[src/rtl/spi_so_receiver_if.sv]
// Bus bundle for spi_so_receiver: flash pins (sub_clock, SO_in, CS_out) plus the
// burst request / byte delivery handshake.
interface spi_so_receiver_if #(parameter int LEN_W = 8);
  logic             sub_clock;
  logic             SO_in;
  logic             start;
  logic [LEN_W-1:0] byte_len;
  logic             CS_out;
  logic             busy;
  logic [7:0]       rx_data;
  logic             rx_valid;
  logic             done;

  modport master (
    output sub_clock, SO_in, start, byte_len,
    input  CS_out, busy, rx_data, rx_valid, done
  );

  modport slave (
    input  sub_clock, SO_in, start, byte_len,
    output CS_out, busy, rx_data, rx_valid, done
  );
endinterface

[src/rtl/spi_so_receiver.sv]
// Flash SO capture engine: frames a burst with CS_out and assembles bytes sampled on
// sub_clock rising edges. Define SPI_RX_LSB_FIRST_EN for LSB-first byte assembly.
module spi_so_receiver #(
  parameter int LEN_W = 8
) (
  input  logic             top_clk,
  input  logic             rst,
  spi_so_receiver_if.slave bus
);

  typedef enum logic [1:0] {
    ST_IDLE   = 2'd0,
    ST_ARM    = 2'd1,
    ST_SHIFT  = 2'd2,
    ST_FINISH = 2'd3
  } state_e;

  state_e           state_q, state_d;
  logic             sck_q;
  // Only the 7 bits preceding the current one are kept; the 8th goes straight to rx_data.
  logic [6:0]       shreg_q, shreg_d;
  logic [2:0]       bit_cnt_q, bit_cnt_d;
  logic [LEN_W-1:0] byte_cnt_q, byte_cnt_d;
  logic [LEN_W-1:0] len_q, len_d;
  logic             cs_q, cs_d;
  logic             busy_q, busy_d;
  logic [7:0]       rx_data_q, rx_data_d;
  logic             rx_valid_q, rx_valid_d;
  logic             done_q, done_d;

  logic             rise_s, fall_s;
  logic [7:0]       shift_s;

  assign rise_s = bus.sub_clock & ~sck_q;
  assign fall_s = ~bus.sub_clock & sck_q;

`ifdef SPI_RX_LSB_FIRST_EN
  assign shift_s = {bus.SO_in, shreg_q};
`else
  assign shift_s = {shreg_q, bus.SO_in};
`endif

  // Next-state and output computation for the burst framing FSM.
  always_comb begin
    state_d    = state_q;
    shreg_d    = shreg_q;
    bit_cnt_d  = bit_cnt_q;
    byte_cnt_d = byte_cnt_q;
    len_d      = len_q;
    cs_d       = cs_q;
    busy_d     = busy_q;
    rx_data_d  = rx_data_q;
    rx_valid_d = 1'b0;
    done_d     = 1'b0;
    case (state_q)
      ST_IDLE: begin
        if (bus.start && (bus.byte_len != {LEN_W{1'b0}})) begin
          len_d      = bus.byte_len;
          cs_d       = 1'b0;
          busy_d     = 1'b1;
          bit_cnt_d  = 3'd0;
          byte_cnt_d = {LEN_W{1'b0}};
          state_d    = ST_ARM;
        end else begin
          state_d = ST_IDLE;
        end
      end
      ST_ARM: begin
        if (fall_s) begin
          state_d = ST_SHIFT;
        end else begin
          state_d = ST_ARM;
        end
      end
      ST_SHIFT: begin
        if (rise_s) begin
`ifdef SPI_RX_LSB_FIRST_EN
          shreg_d = shift_s[7:1];
`else
          shreg_d = shift_s[6:0];
`endif
          bit_cnt_d = bit_cnt_q + 3'd1;
          if (bit_cnt_q == 3'd7) begin
            rx_data_d  = shift_s;
            rx_valid_d = 1'b1;
            byte_cnt_d = byte_cnt_q + LEN_W'(1);
            if (byte_cnt_q == (len_q - LEN_W'(1))) begin
              state_d = ST_FINISH;
            end else begin
              state_d = ST_SHIFT;
            end
          end else begin
            state_d = ST_SHIFT;
          end
        end else begin
          state_d = ST_SHIFT;
        end
      end
      ST_FINISH: begin
        // CS releases only after SCK has gone low again.
        if (fall_s) begin
          cs_d    = 1'b1;
          busy_d  = 1'b0;
          done_d  = 1'b1;
          state_d = ST_IDLE;
        end else begin
          state_d = ST_FINISH;
        end
      end
      default: begin
        cs_d    = 1'b1;
        busy_d  = 1'b0;
        state_d = ST_IDLE;
      end
    endcase
  end

  // State and output registers with synchronous reset.
  always_ff @(posedge top_clk) begin
    if (rst) begin
      state_q    <= ST_IDLE;
      sck_q      <= 1'b0;
      shreg_q    <= 7'd0;
      bit_cnt_q  <= 3'd0;
      byte_cnt_q <= {LEN_W{1'b0}};
      len_q      <= {LEN_W{1'b0}};
      cs_q       <= 1'b1;
      busy_q     <= 1'b0;
      rx_data_q  <= 8'h00;
      rx_valid_q <= 1'b0;
      done_q     <= 1'b0;
    end else begin
      state_q    <= state_d;
      sck_q      <= bus.sub_clock;
      shreg_q    <= shreg_d;
      bit_cnt_q  <= bit_cnt_d;
      byte_cnt_q <= byte_cnt_d;
      len_q      <= len_d;
      cs_q       <= cs_d;
      busy_q     <= busy_d;
      rx_data_q  <= rx_data_d;
      rx_valid_q <= rx_valid_d;
      done_q     <= done_d;
    end
  end

  assign bus.CS_out   = cs_q;
  assign bus.busy     = busy_q;
  assign bus.rx_data  = rx_data_q;
  assign bus.rx_valid = rx_valid_q;
  assign bus.done     = done_q;

endmodule

[src/flat_wrapper.sv]
// flat-port wrapper written by rule: the top's interface ports become plain ports
module spi_so_receiver_flat 
#(
  parameter int LEN_W = 8
)
  (top_clk, rst, bus_sub_clock, bus_SO_in, bus_start, bus_byte_len, bus_CS_out, bus_busy, bus_rx_data, bus_rx_valid, bus_done);
  spi_so_receiver_if #(.LEN_W(LEN_W)) bus_i ();
  input  logic top_clk;
  input  logic rst;
  input wire logic [$bits(bus_i.sub_clock)-1:0] bus_sub_clock;
  input wire logic [$bits(bus_i.SO_in)-1:0] bus_SO_in;
  input wire logic [$bits(bus_i.start)-1:0] bus_start;
  input wire logic [$bits(bus_i.byte_len)-1:0] bus_byte_len;
  output wire logic [$bits(bus_i.CS_out)-1:0] bus_CS_out;
  output wire logic [$bits(bus_i.busy)-1:0] bus_busy;
  output wire logic [$bits(bus_i.rx_data)-1:0] bus_rx_data;
  output wire logic [$bits(bus_i.rx_valid)-1:0] bus_rx_valid;
  output wire logic [$bits(bus_i.done)-1:0] bus_done;
  assign bus_i.sub_clock = bus_sub_clock;
  assign bus_i.SO_in = bus_SO_in;
  assign bus_i.start = bus_start;
  assign bus_i.byte_len = bus_byte_len;
  assign bus_CS_out = bus_i.CS_out;
  assign bus_busy = bus_i.busy;
  assign bus_rx_data = bus_i.rx_data;
  assign bus_rx_valid = bus_i.rx_valid;
  assign bus_done = bus_i.done;
  spi_so_receiver #(.LEN_W(LEN_W)) u_core (.top_clk(top_clk), .rst(rst), .bus(bus_i));
endmodule
[config.mk]
export PLATFORM = sky130hd
export DESIGN_NAME = spi_so_receiver_flat
export DESIGN_NICKNAME = d
export VERILOG_FILES = /design/src/rtl/spi_so_receiver_if.sv /design/src/rtl/spi_so_receiver.sv /design/src/flat_wrapper.sv
export SDC_FILE = /design/constraint.sdc
export NUM_CORES = 1
export LEC_CHECK = 0
export ABC_AREA = 1
export CAP_MARGIN = 20
export CORE_MARGIN = 8
export CORE_UTILIZATION = 27
export DETAILED_ROUTE_END_ITERATION = 8
export GPL_ROUTABILITY_DRIVEN = 0
export PLACE_DENSITY = 0.51
export SLEW_MARGIN = 20
export SYNTH_ARGS = -nofsm -noshare
export SYNTH_HDL_FRONTEND = slang
export SYNTH_SLANG_ARGS = --single-unit
[constraint.sdc]
create_clock -name top_clk -period 1.4 [get_ports top_clk]
set_clock_uncertainty 0.05 [all_clocks]
set_input_delay 0.28 -clock top_clk [delete_from_list [all_inputs] [get_ports top_clk]]
set_output_delay 0.28 -clock top_clk [all_outputs]
set_load 0.01 [all_outputs]
==> summary.txt <==
Run status
  – Status: complete, but fails checks
  – Failing checks: setup timing

Routing
  – Post-Route WL: 5.75 mm
  – Antenna viol nets, final: 0
  – Vias per cell: ~4.4
  – Number of DRC markers in iteration 0: between 60 and 70
  – Vias: between 2000 and 2500
  – Pre-antenna DRT Iters: 4
  – WL per Instance: roughly 12 um
  – Residual DRC: 0

Cells and area
  – Final nets: ~390
  – Ant diodes: 0
  – Most common library cell in the layout ignoring fill and taps: nand2_1
  – Synth-to-Final Area Change: 55.2%
  – Ratio of cells with drive above 1 in the final layout: between 30% and 40%
  – Post-layout util: 42.3%
  – Final cell count without fillers: roughly 470
  – Fillers: approximately 800
  – Commonest cells after routing, fill and taps aside: 45 x nand2_1, 39 x buf_4, 37 x nor2_1

CTS
  – Later-pin clock latency in the skew report: about 0.30 ns
  – H-tree levels: 2
  – CTS tree: built
  – Root Driver: clkbuf_8
  – Clock transition at path regs: 0.08 ns
  – Clock Tree Buf Depth: 2
  – CTS Buf Count: 5
  – Clock sink count: 41

Synth
  – Post-synthesis sequential area ratio: 39.5%
  – Syn nets: 312
  – Post-Syn Area: 2080 um2
  – Post-Syn Instances: 291
  – FF+latch count, synth: 41
  – Yosys cell types: 27
  – Ys Warns: 0
  – Average size of a mapped cell: a little over 7 um2

Timing
  – Max Slew Vio Count: 0
  – RSZ-0062 raised after global routing: true
  – Tightest hold margin: approximately 0.28 ns
  – Fin. Hold Viols: 0
  – Max-slew headroom: between 80% and 90%
  – Tmin final: 1.44 ns
  – Final setup vio count: 9
  – Setup ws final: -0.0443 ns
  – Fin crit share: 103%
  – Fmax achieved: about 690 MHz
  – Slew @ Worst Pin: ~0.25 ns

Critical path
  – Crit path DAT: between 1.5 and 2 ns
  – RR Endpoint: u_core.byte_cnt_q[0]
  – Worst-path maximum fanout: 7
  – CP endpoint kind: register
  – Crit-path cells: ha_4 > ha_4 > nand3_4 > buf_6 > o21ai_4 > buf_12 > nand2_8 > o21ai_2 > a21oi_1
  – CP delay by family, top: flip-flops
  – Critical Path RT: approximately 1.5 ns
  – Crit-path most repeated cell: ha_4
  – Startpoint types: register
  – CP peak stage delay: roughly 0.36 ns
  – Critical path's slowest cell: dfxtp_2
  – Reg-to-reg critical path startpoint: u_core.bit_cnt_q[0]
  – R2R cell count: 9
  – Crit path kind: reg -> reg
  – R2r setup slk: -0.04 ns
  – CP Buf/Inv Count: 2

Hold path
  – Hold EP: u_core.len_q[5]
  – Hold Path Depth: 3
  – Min-delay src: bus_byte_len[5]
  – Worst min path class: in -> reg

Global route
  – Antenna violations before repair: 0
  – Vias in the first global route: between 2000 and 2500
  – First-pass GRT wire length: 9.70 mm
  – Largest net degree at the start of global routing: 28
  – Overflow left after global routing: 0
  – All-Layer GR Usage: between 10% and 20%

Placement
  – Port Buf Inserts: 24
  – Placed Cells: about 450
  – Pre-CTS setup slack: -0.476 ns
  – Hpwl dp: 3.95 mm

Die
  – Num ports: 25
  – Die ar.: approximately 11000 um2
  – Die Span Y: about 100 um
  – Row Count: 32
  – Area of the core: about 7600 um2
  – Initial Util: between 20% and 30%
  – Die span in x: around 100 um

Power
  – Max IR drop VDD: about 430 uV
  – Cell Pwr Density: 932 nW/um2
  – Total power: between 3 and 4 mW
  – Leak: 1.40 nW

Flow run
  – Max_cap viols: 0
==> area by class of cell <==
class	count	area [um2]	share of cell area, %
repair buffers	74	661	20.5
flip-flops and latches	41	840	26.1
clock inverters	3	65.1	2.02
clock buffers	5	68.8	2.14
well taps	102	128	3.96
inverters	34	133	4.12
multi-input cells	210	1330	41.2
==> through the flow <==
step,TNS [ns],instance area (um2)
CTS,-0.154,3080
finish,-0.241,3220
global route,-0.875,3220
global placement,-11.49,2710
floorplan,0,2090
detailed placement,-12.30,2710
==> cell usage after synthesis <==
| cell type | number | area (um2) |
|---|---|---|
| nor2_1 | 40 | 150 |
| nand3_1 | 26 | 130 |
| a211o_1 | 1 | 8.76 |
| xor2_1 | 4 | 35.0 |
| inv_2 | 1 | 3.75 |
| nand2_1 | 50 | 188 |
| o21ai_0 | 24 | 120 |
| nand4_1 | 1 | 6.26 |
| inv_1 | 33 | 124 |
| ha_1 | 8 | 100 |
| nor2_4 | 2 | 22.5 |
| nor3b_1 | 2 | 15.0 |
| buf_2 | 4 | 20.0 |
| o21ai_1 | 1 | 5.00 |
| nand2_2 | 4 | 25.0 |
| nand3_2 | 1 | 10.0 |
| a21oi_2 | 2 | 17.5 |
| clkbuf_8 | 1 | 13.8 |
| nor3_1 | 4 | 20.0 |
| a21oi_1 | 29 | 145 |
| nor2_2 | 3 | 18.8 |
| nand3b_1 | 1 | 7.51 |
| o21ai_2 | 1 | 8.76 |
| xnor3_1 | 1 | 22.5 |
| xnor2_1 | 3 | 26.3 |
| dfxtp_1 | 41 | 821 |
| clkbuf_1 | 3 | 11.3 |
==> registers in the layout, summed over array words and instances (netlist names), 2 cells and up <==
signal and count:
u_core.byte_cnt_q 8, u_core.len_q 8, u_core.shreg_q 7, u_core.state_q 2
u_core.bus.rx_data 8, u_core.bit_cnt_q 3
==> where the power goes <==
group / internal [mW] / switching [mW]
clock: 0.709 / 0.430
sequential: 1.21 / 0.0420
combinational: 0.295 / 0.318
total: 2.21 / 0.790
==> how the worst max path moves through the flow <==
stage	from	end	slack [ns]	depth (start not counted)
finish	u_core.bit_cnt_q[0]	u_core.byte_cnt_q[0]	-0.04	9
global placement	bus_byte_len[5]	u_core.bit_cnt_q[1]	-0.46	8
CTS	u_core.len_q[1]	u_core.state_q[0]	-0.06	11
floorplan	u_core.state_q[0]	u_core.bus.rx_data[1]	0.003	8
global route	u_core.len_q[0]	u_core.state_q[0]	-0.13	10
detailed placement	bus_byte_len[5]	u_core.bit_cnt_q[1]	-0.48	8
==> what timing repair did <==
| item | CTS | global route |
|---|---|---|
| hold buffers | 0 | 0 |
| gates resized for setup | 65 | 44 |
| cloned | 2 | 0 |
| pin swaps | 27 | 13 |
| setup endpoints to repair | 39 | 25 |
| setup buffers | 8 | 5 |
==> layer usage <==
metal	part of all wire [%]	track usage [%]	routed length, um
met5	0	0	0
met4	1.5	3.62	87
met3	3.6	2.97	207
met2	48	18.6	2770
met1	47	12.6	2680
==> logic make-up after synthesis <==
logic type,after synthesis,synth area share [%]
AO/OA/AOI/OAI,58,14.7
XOR/XNOR,8,4.04
adder cells (fa/ha/maj),8,4.82
buffers and inverters,42,8.32
flip-flops,41,39.5
AND/OR/NAND/NOR,134,28.6
==> tightest hold or removal path: stages <==
cell and delay [ns]:
dlymetal6s2s_1 0.11, o21ai_0 0.10, a21oi_1 0.11
(Power assumes the default switching activity.)
